### src/rtl/regfile_pkg.sv
// Shared types and constants for the scoreboarded register file.
package regfile_pkg;

    typedef enum logic [0:0] {
        CLEAR = 1'b0,
        RUN   = 1'b1
    } state_t;

    localparam int ZERO_ADDR = 32'sd0;

    function automatic int depth_of(input int addr_w);
        return 32'sd1 << addr_w;
    endfunction

endpackage

### src/rtl/regfile_if.sv
// Decode/writeback-facing port bundle of the register file.
interface regfile_if #(
    parameter int DATA_W = 32,
    parameter int ADDR_W = 5
);
    logic [ADDR_W-1:0] A1;
    logic [ADDR_W-1:0] A2;
    logic [DATA_W-1:0] RD1;
    logic [DATA_W-1:0] RD2;
    logic [ADDR_W-1:0] A3;
    logic [DATA_W-1:0] WD3;
    logic              RegWriteW;
    logic              IssueValid;
    logic [ADDR_W-1:0] IssueAddr;
    logic              Busy1;
    logic              Busy2;
    logic              Ready;

    modport master (
        output A1, A2, A3, WD3, RegWriteW, IssueValid, IssueAddr,
        input  RD1, RD2, Busy1, Busy2, Ready
    );

    modport slave (
        input  A1, A2, A3, WD3, RegWriteW, IssueValid, IssueAddr,
        output RD1, RD2, Busy1, Busy2, Ready
    );
endinterface

### src/rtl/regfile_busy_table.sv
// Pending-write scoreboard: one busy bit per register, set on issue, cleared on writeback.
module regfile_busy_table
    import regfile_pkg::*;
#(
    parameter int ADDR_W   = 5,
    parameter bit ZERO_REG = 1'b1,
    parameter bit BYPASS   = 1'b1
) (
    input  logic              clk,
    input  logic              rst,
    input  logic              ready,
    input  logic              set_en,
    input  logic [ADDR_W-1:0] set_addr,
    input  logic              clr_en,
    input  logic [ADDR_W-1:0] clr_addr,
    input  logic [ADDR_W-1:0] q1_addr,
    input  logic [ADDR_W-1:0] q2_addr,
    output logic              busy1,
    output logic              busy2
);
    localparam int DEPTH = depth_of(ADDR_W);

    logic [DEPTH-1:0] busy_r;
    logic [DEPTH-1:0] busy_nx_s;
    logic [DEPTH-1:0] set_vec_s;
    logic [DEPTH-1:0] clr_vec_s;

    function automatic logic query(
        input logic [DEPTH-1:0]  busy,
        input logic [ADDR_W-1:0] addr,
        input logic              rdy,
        input logic              wr,
        input logic [ADDR_W-1:0] wr_addr
    );
        logic bypass_hit;
        logic zero_hit;
        bypass_hit = BYPASS && wr && (wr_addr == addr);
        zero_hit   = ZERO_REG && (addr == ADDR_W'(ZERO_ADDR));
        return rdy && busy[addr] && !bypass_hit && !zero_hit;
    endfunction

    // Next busy vector; a same-cycle issue overrides the writeback clear.
    always_comb begin
        set_vec_s = {DEPTH{1'b0}};
        clr_vec_s = {DEPTH{1'b0}};
        busy_nx_s = busy_r;
        for (int i = 0; i < DEPTH; i++) begin
            set_vec_s[i] = set_en && (set_addr == ADDR_W'(i))
                           && !(ZERO_REG && (i == ZERO_ADDR));
            clr_vec_s[i] = clr_en && (clr_addr == ADDR_W'(i));
            busy_nx_s[i] = ready ? (set_vec_s[i] | (busy_r[i] & ~clr_vec_s[i])) : busy_r[i];
        end
    end

    // Busy vector register.
    always_ff @(posedge clk) begin
        if (rst) begin
            busy_r <= {DEPTH{1'b0}};
        end else begin
            busy_r <= busy_nx_s;
        end
    end

    assign busy1 = query(busy_r, q1_addr, ready, clr_en, clr_addr);
    assign busy2 = query(busy_r, q2_addr, ready, clr_en, clr_addr);

endmodule

### src/rtl/regfile_scoreboard.sv
// 2R/1W register file with post-reset clear sweep, optional zero register,
// optional write bypass and a RAW-hazard scoreboard.
module regfile_scoreboard
    import regfile_pkg::*;
#(
    parameter int DATA_W   = 32,
    parameter int ADDR_W   = 5,
    parameter bit ZERO_REG = 1'b1,
    parameter bit BYPASS   = 1'b1
) (
    input  logic     CLOCK,
    input  logic     RESET,
    regfile_if.slave rf
);
    localparam int                DEPTH     = depth_of(ADDR_W);
    localparam logic [ADDR_W-1:0] LAST_ADDR = {ADDR_W{1'b1}};

    state_t            state_r;
    state_t            state_nx_s;
    logic [ADDR_W-1:0] ptr_r;
    logic [ADDR_W-1:0] ptr_nx_s;
    logic [DATA_W-1:0] mem_r [DEPTH];
    logic              ready_s;
    logic              wr_en_s;

    function automatic logic [DATA_W-1:0] read_sel(
        input logic [ADDR_W-1:0] addr,
        input logic [DATA_W-1:0] stored,
        input logic              rdy,
        input logic              wr,
        input logic [ADDR_W-1:0] wr_addr,
        input logic [DATA_W-1:0] wr_data
    );
        logic [DATA_W-1:0] v;
        if (!rdy) begin
            v = {DATA_W{1'b0}};
        end else if (ZERO_REG && (addr == ADDR_W'(ZERO_ADDR))) begin
            v = {DATA_W{1'b0}};
        end else if (BYPASS && wr && (wr_addr == addr)) begin
            v = wr_data;
        end else begin
            v = stored;
        end
        return v;
    endfunction

    assign ready_s = (state_r == RUN);
    assign wr_en_s = ready_s && rf.RegWriteW;

    // Clear-sweep sequencing: step the pointer until the last entry is zeroed.
    always_comb begin
        state_nx_s = state_r;
        ptr_nx_s   = ptr_r;
        case (state_r)
            CLEAR: begin
                ptr_nx_s = ptr_r + ADDR_W'(1);
                if (ptr_r == LAST_ADDR) begin
                    state_nx_s = RUN;
                end else begin
                    state_nx_s = CLEAR;
                end
            end
            RUN: begin
                state_nx_s = RUN;
            end
            default: begin
                state_nx_s = CLEAR;
                ptr_nx_s   = {ADDR_W{1'b0}};
            end
        endcase
    end

    // State and sweep pointer registers.
    always_ff @(posedge CLOCK) begin
        if (RESET) begin
            state_r <= CLEAR;
            ptr_r   <= {ADDR_W{1'b0}};
        end else begin
            state_r <= state_nx_s;
            ptr_r   <= ptr_nx_s;
        end
    end

    // Storage: sweep zeroes entries in CLEAR, writeback port owns it in RUN.
    always_ff @(posedge CLOCK) begin
        if (!RESET) begin
            if (state_r == CLEAR) begin
                mem_r[ptr_r] <= {DATA_W{1'b0}};
            end else if (rf.RegWriteW && !(ZERO_REG && (rf.A3 == ADDR_W'(ZERO_ADDR)))) begin
                mem_r[rf.A3] <= rf.WD3;
            end
        end
    end

    assign rf.RD1   = read_sel(rf.A1, mem_r[rf.A1], ready_s, wr_en_s, rf.A3, rf.WD3);
    assign rf.RD2   = read_sel(rf.A2, mem_r[rf.A2], ready_s, wr_en_s, rf.A3, rf.WD3);
    assign rf.Ready = ready_s;

    regfile_busy_table #(
        .ADDR_W  (ADDR_W),
        .ZERO_REG(ZERO_REG),
        .BYPASS  (BYPASS)
    ) u_busy (
        .clk     (CLOCK),
        .rst     (RESET),
        .ready   (ready_s),
        .set_en  (rf.IssueValid),
        .set_addr(rf.IssueAddr),
        .clr_en  (rf.RegWriteW),
        .clr_addr(rf.A3),
        .q1_addr (rf.A1),
        .q2_addr (rf.A2),
        .busy1   (rf.Busy1),
        .busy2   (rf.Busy2)
    );

endmodule
### src/flat_wrapper.sv
// flat-port wrapper written by rule: the top's interface ports become plain ports
module regfile_scoreboard_flat import regfile_pkg::*;
#(
    parameter int DATA_W   = 32,
    parameter int ADDR_W   = 5,
    parameter bit ZERO_REG = 1'b1,
    parameter bit BYPASS   = 1'b1
)
  (CLOCK, RESET, rf_A1, rf_A2, rf_A3, rf_WD3, rf_RegWriteW, rf_IssueValid, rf_IssueAddr, rf_RD1, rf_RD2, rf_Busy1, rf_Busy2, rf_Ready);
  regfile_if #(.DATA_W(DATA_W), .ADDR_W(ADDR_W)) rf_i ();
  input  logic CLOCK;
  input  logic RESET;
  input wire logic [$bits(rf_i.A1)-1:0] rf_A1;
  input wire logic [$bits(rf_i.A2)-1:0] rf_A2;
  input wire logic [$bits(rf_i.A3)-1:0] rf_A3;
  input wire logic [$bits(rf_i.WD3)-1:0] rf_WD3;
  input wire logic [$bits(rf_i.RegWriteW)-1:0] rf_RegWriteW;
  input wire logic [$bits(rf_i.IssueValid)-1:0] rf_IssueValid;
  input wire logic [$bits(rf_i.IssueAddr)-1:0] rf_IssueAddr;
  output wire logic [$bits(rf_i.RD1)-1:0] rf_RD1;
  output wire logic [$bits(rf_i.RD2)-1:0] rf_RD2;
  output wire logic [$bits(rf_i.Busy1)-1:0] rf_Busy1;
  output wire logic [$bits(rf_i.Busy2)-1:0] rf_Busy2;
  output wire logic [$bits(rf_i.Ready)-1:0] rf_Ready;
  assign rf_i.A1 = rf_A1;
  assign rf_i.A2 = rf_A2;
  assign rf_i.A3 = rf_A3;
  assign rf_i.WD3 = rf_WD3;
  assign rf_i.RegWriteW = rf_RegWriteW;
  assign rf_i.IssueValid = rf_IssueValid;
  assign rf_i.IssueAddr = rf_IssueAddr;
  assign rf_RD1 = rf_i.RD1;
  assign rf_RD2 = rf_i.RD2;
  assign rf_Busy1 = rf_i.Busy1;
  assign rf_Busy2 = rf_i.Busy2;
  assign rf_Ready = rf_i.Ready;
  regfile_scoreboard #(.DATA_W(DATA_W), .ADDR_W(ADDR_W), .ZERO_REG(ZERO_REG), .BYPASS(BYPASS)) u_core (.CLOCK(CLOCK), .RESET(RESET), .rf(rf_i));
endmodule
### config.mk
export PLATFORM = sky130hd
export DESIGN_NAME = regfile_scoreboard_flat
export DESIGN_NICKNAME = d
export VERILOG_FILES = /design/src/rtl/regfile_pkg.sv /design/src/rtl/regfile_if.sv /design/src/rtl/regfile_busy_table.sv /design/src/rtl/regfile_scoreboard.sv /design/src/flat_wrapper.sv
export SDC_FILE = /design/constraint.sdc
export NUM_CORES = 1
export LEC_CHECK = 0
export CELL_PAD_IN_SITES_DETAIL_PLACEMENT = 1
export CELL_PAD_IN_SITES_GLOBAL_PLACEMENT = 2
export CORE_UTILIZATION = 30
export CTS_CLUSTER_DIAMETER = 40
export CTS_CLUSTER_SIZE = 25
export DETAILED_ROUTE_END_ITERATION = 7
export DONT_BUFFER_PORTS = 1
export PLACE_DENSITY = 0.53
export SLEW_MARGIN = 30
export SYNTH_ARGS = -nofsm -noshare
export SYNTH_HDL_FRONTEND = slang
export SYNTH_SLANG_ARGS = --single-unit
### constraint.sdc
create_clock -name CLOCK -period 13.5 [get_ports CLOCK]
set_input_delay 4.05 -clock CLOCK [delete_from_list [all_inputs] [get_ports CLOCK]]
set_output_delay 4.05 -clock CLOCK [all_outputs]
set_load 0.01 [all_outputs]
==> impl_results.md <==
- Status: finished, final reports clean
- CTS sink count: around 1100
- Sw frac: between 20% and 30%
- DR DRC count: 0
- Async set or reset register ratio after synthesis: 0%
- Leak: approximately 16 nW
- Cell taking the most area after synthesis: edfxtp_1
- Worst-path maximum fanout: about 250
- Synth top area cells: edfxtp_1 (61%), mux4_2 (23%), mux2i_1 (3.3%)
- DR pass1 iterations: 5
- DR vias: 28800
- Global-route usage over all layers: between 20 and 25%
- H-tree levels: 4
- Layout cell share with drive strength beyond 1: around 34%
- Hold Vio Cnt, Final: 0
- First-pass GRT wire length: approximately 250000 microns
- Placed insts: 4664
- Actual slew at the worst max-slew pin: 1.18 ns
- TritonCTS clock tree: built
- Die area: between 150000 and 200000 sq um
- Reg-to-reg setup timing slack: roughly 9.6 ns
- Final Routed Wirelength: 183000 microns
- Fin area: just under 60000 sq um
- Vias per inst: approximately 5.8
- HP Start: u_core.u_busy.busy_r[0]$_SDFFE_PP0P_
- Initial Utilization: 30.3%
- CP Class: in -> out
- Setup TNS: 0 ns
- Postcts setup bufs: 0
- Fmax: around 0.090 GHz
- Layout Cells excl Fill: around 5000
- Register area share after synthesis: a little over three fifths
- Number of synthesized flops with an enable pin: slightly above 1000
- Layout net count: ~2700
- Synth Cell Area: around 50000 sq um
- Worst Path Arrival: around 7.0 ns
- ANT nets after route: 0
- Post-DP Area: 52800 sq um
- Synth cell types: 56
- Clk_lat worst skew: 0.77 ns
- Maximum VDD drop: 0.000131 V
- Vias in the first global route: ~31000
- Startpoint types: input port
- RD Place Congestion: just under 0.8
- Total chip power: about 8.1 mW
- Cell Pwr Density: about 140 nW/um^2
- DIE WIDTH: between 400 and 500 microns
- Post-layout min period: 11.05 ns
- Switch Pwr: approximately 1.8 mW
- Hold crit path type: reg -> reg
- # hold bufs at CTS: 0
- Internal: between 6 and 7 mW
- Syn Inst Count: between 2000 and 3000
- CTS Buf Count: 159
- Max-cap viol count: 0
- Depth of the worst register-to-register path: 8
- CP endpoint kind: primary output
- Crit share post-route: between 80% and 90%
- Die Span Y: approximately 410 microns
- Number of synthesis warnings: 0
- Combinational power share: 4.3%
- Starting DRT DRC Count: roughly 2800
- CP cell instances: xnor2_1, nand3_1, o31ai_4, buf_4, o221ai_1, a21oi_1
- CTS root buf: clkbuf_16
- Worst path slowest cell: a21oi_1
- Top_reg_cell synth: edfxtp_1
- Final Setup Violations: 0
- Critical R2R Capture: u_core.mem_r[8][0]$_DFFE_PP_
- Fin Hold WS: roughly 0.5 ns
- Core area: about 170000 sq um
- Syn Area/Cell: about 19 sq um
- Crit path largest cell delay: about 0.75 ns
- CP required: approximately 9.5 ns
- Resize count post-CTS: 0
- Synthesis-stage register bit count: 1062
- Number of antenna violations at the first check in global routing: 10
- Clk pin slew, worst setup/hold paths: ~0.050 ns
- Worst Clk Skew: 0.0205 ns
- Slew HR: between 20% and 30%
- Worst hold path cell count: 2
- Hold path endpoint: u_core.u_busy.busy_r[0]$_SDFFE_PP0P_
- Largest net degree at the start of global routing: roughly 270
- Maximum root-to-sink buffer count: 3
- Area Growth Syn to Fin: 15.8%
- Clock group share of total power: around 51%
- Top-area cell type share of the netlist area: 61.3%
- Syn nets: between 2000 and 3000
- RSZ-0062 raised after global routing: no
- Max-slew violation count: 0
- DP Wirelength: about 100000 microns
- Wirelength per Cell: about 37 microns
- RR Startpoint: u_core.rf.Ready$_SDFF_PP0_
- Sequential share of power: 44.6%
- Number of cell rows: approximately 150
- I/O Buffers: 0
- Ports: around 120
- Grt ovf: 0
layout make-up:
class	instances	area, sq um
antenna	4	10.0
clock buffer	182	4150
clock inverter	106	1110
fill	16200	107000
inverter	7	26.3
multi-input combinational	1340	18000
sequential	1062	31500
tap	2189	2740
timing repair buffer	66	583
sequential cells by signal, indices dropped and copies added, names as in the netlist:
register              cells
u_core.rf.Ready           1
u_core.ptr_r              5
u_core.mem_r           1024
u_core.u_busy.busy_r     32
metrics by stage:
stage / worst slack [ns] / util [%]
after detailed placement: 2.81 / 31.9
final: 2.45 / 35.1
after global placement: 2.49 / 31.8
after global routing: 2.57 / 35.1
after CTS: 2.82 / 35.1
after floorplan: 3.66 / -
logic make-up after synthesis:
group	count (synthesis)	share of synthesized area, %
flops	1062	62.8
xor+xnor	13	0.227
buf+inv	228	2.24
mux	688	26.8
compound gates	374	5.48
fa+ha+maj	2	0.0498
simple gates	263	2.47
cells in the mapped netlist, types with 16 or more instances:
library cell and number:
edfxtp_1 1024, buf_1 16, and2_1 37, mux4_2 513, dfxtp_1 38, o21ai_0 45, a22o_1 30, a221oi_1 42
o22a_1 20, nor2_1 85, a21oi_1 86, mux2i_1 165, a22oi_1 27, nand2_1 72, buf_4 17, buf_2 75
clkbuf_1 99, o221ai_1 70
power groups by stage:
stage / Sequential (mW) / Combinational [mW] / Clock [mW]
final: 3.60 / 0.343 / 4.12
after global routing: 3.60 / 0.353 / 4.30
after CTS: 3.60 / 0.341 / 4.19
after detailed placement: 3.66 / 0.340 / 0
after global placement: 3.66 / 0.335 / 0
after floorplan: 3.66 / 0.312 / 0
how the worst max path moves through the flow:
| stage | from | end | cells after the start |
|---|---|---|---|
| floorplan | rf_A2[0] | rf_RD2[10] | 7 |
| global route | rf_A1[0] | rf_RD1[29] | 6 |
| detailed placement | rf_A2[0] | rf_RD2[13] | 6 |
| global placement | rf_A1[4] | rf_RD1[17] | 4 |
| finish | rf_A1[1] | rf_RD1[29] | 6 |
| CTS | rf_A2[0] | rf_RD2[13] | 6 |
metal layers:
metal  vias to the layer above  track usage [%]  share of wire, %
li1                      11500                -                 -
met1                     16000             28.1                41
met2                      1052             36.9                50
met3                       273             3.94               5.8
met4                         2             6.33               2.6
met5                         -                0            0.0071
worst max-delay path, delay by kind of cell:
kind / cells / cell delay [ns]
compound gates: 3 / 1.59
xor+xnor: 1 / 0.33
buf+inv: 1 / 0.46
simple gates: 1 / 0.24
layout by cell type (no fill, tap or decap), types with 4 or more instances in the layout:
cell / n
clkinvlp_4: 17
clkbuf_16: 163
nor3_1: 6
o21ai_0: 45
clkinv_4: 12
bufinv_16: 16
clkbuf_1: 19
edfxtp_1: 1024
or2_2: 7
inv_6: 20
mux4_2: 513
diode_2: 4
a221o_1: 12
nor2_4: 34
and2_2: 34
nand3_1: 14
a2111oi_1: 10
a22o_1: 30
inv_8: 4
o221ai_1: 70
a221oi_1: 41
a21oi_1: 83
dfxtp_1: 38
clkinv_1: 18
o22a_1: 20
nor2b_1: 9
nor2_1: 51
nand2_1: 71
mux2i_1: 165
xnor2_1: 7
nand2b_1: 12
inv_1: 7
xor2_1: 6
o22ai_1: 4
a31oi_1: 9
a22oi_1: 27
mux4_1: 6
clkinv_2: 18
buf_4: 59
Power figures use the tool's default switching activity.
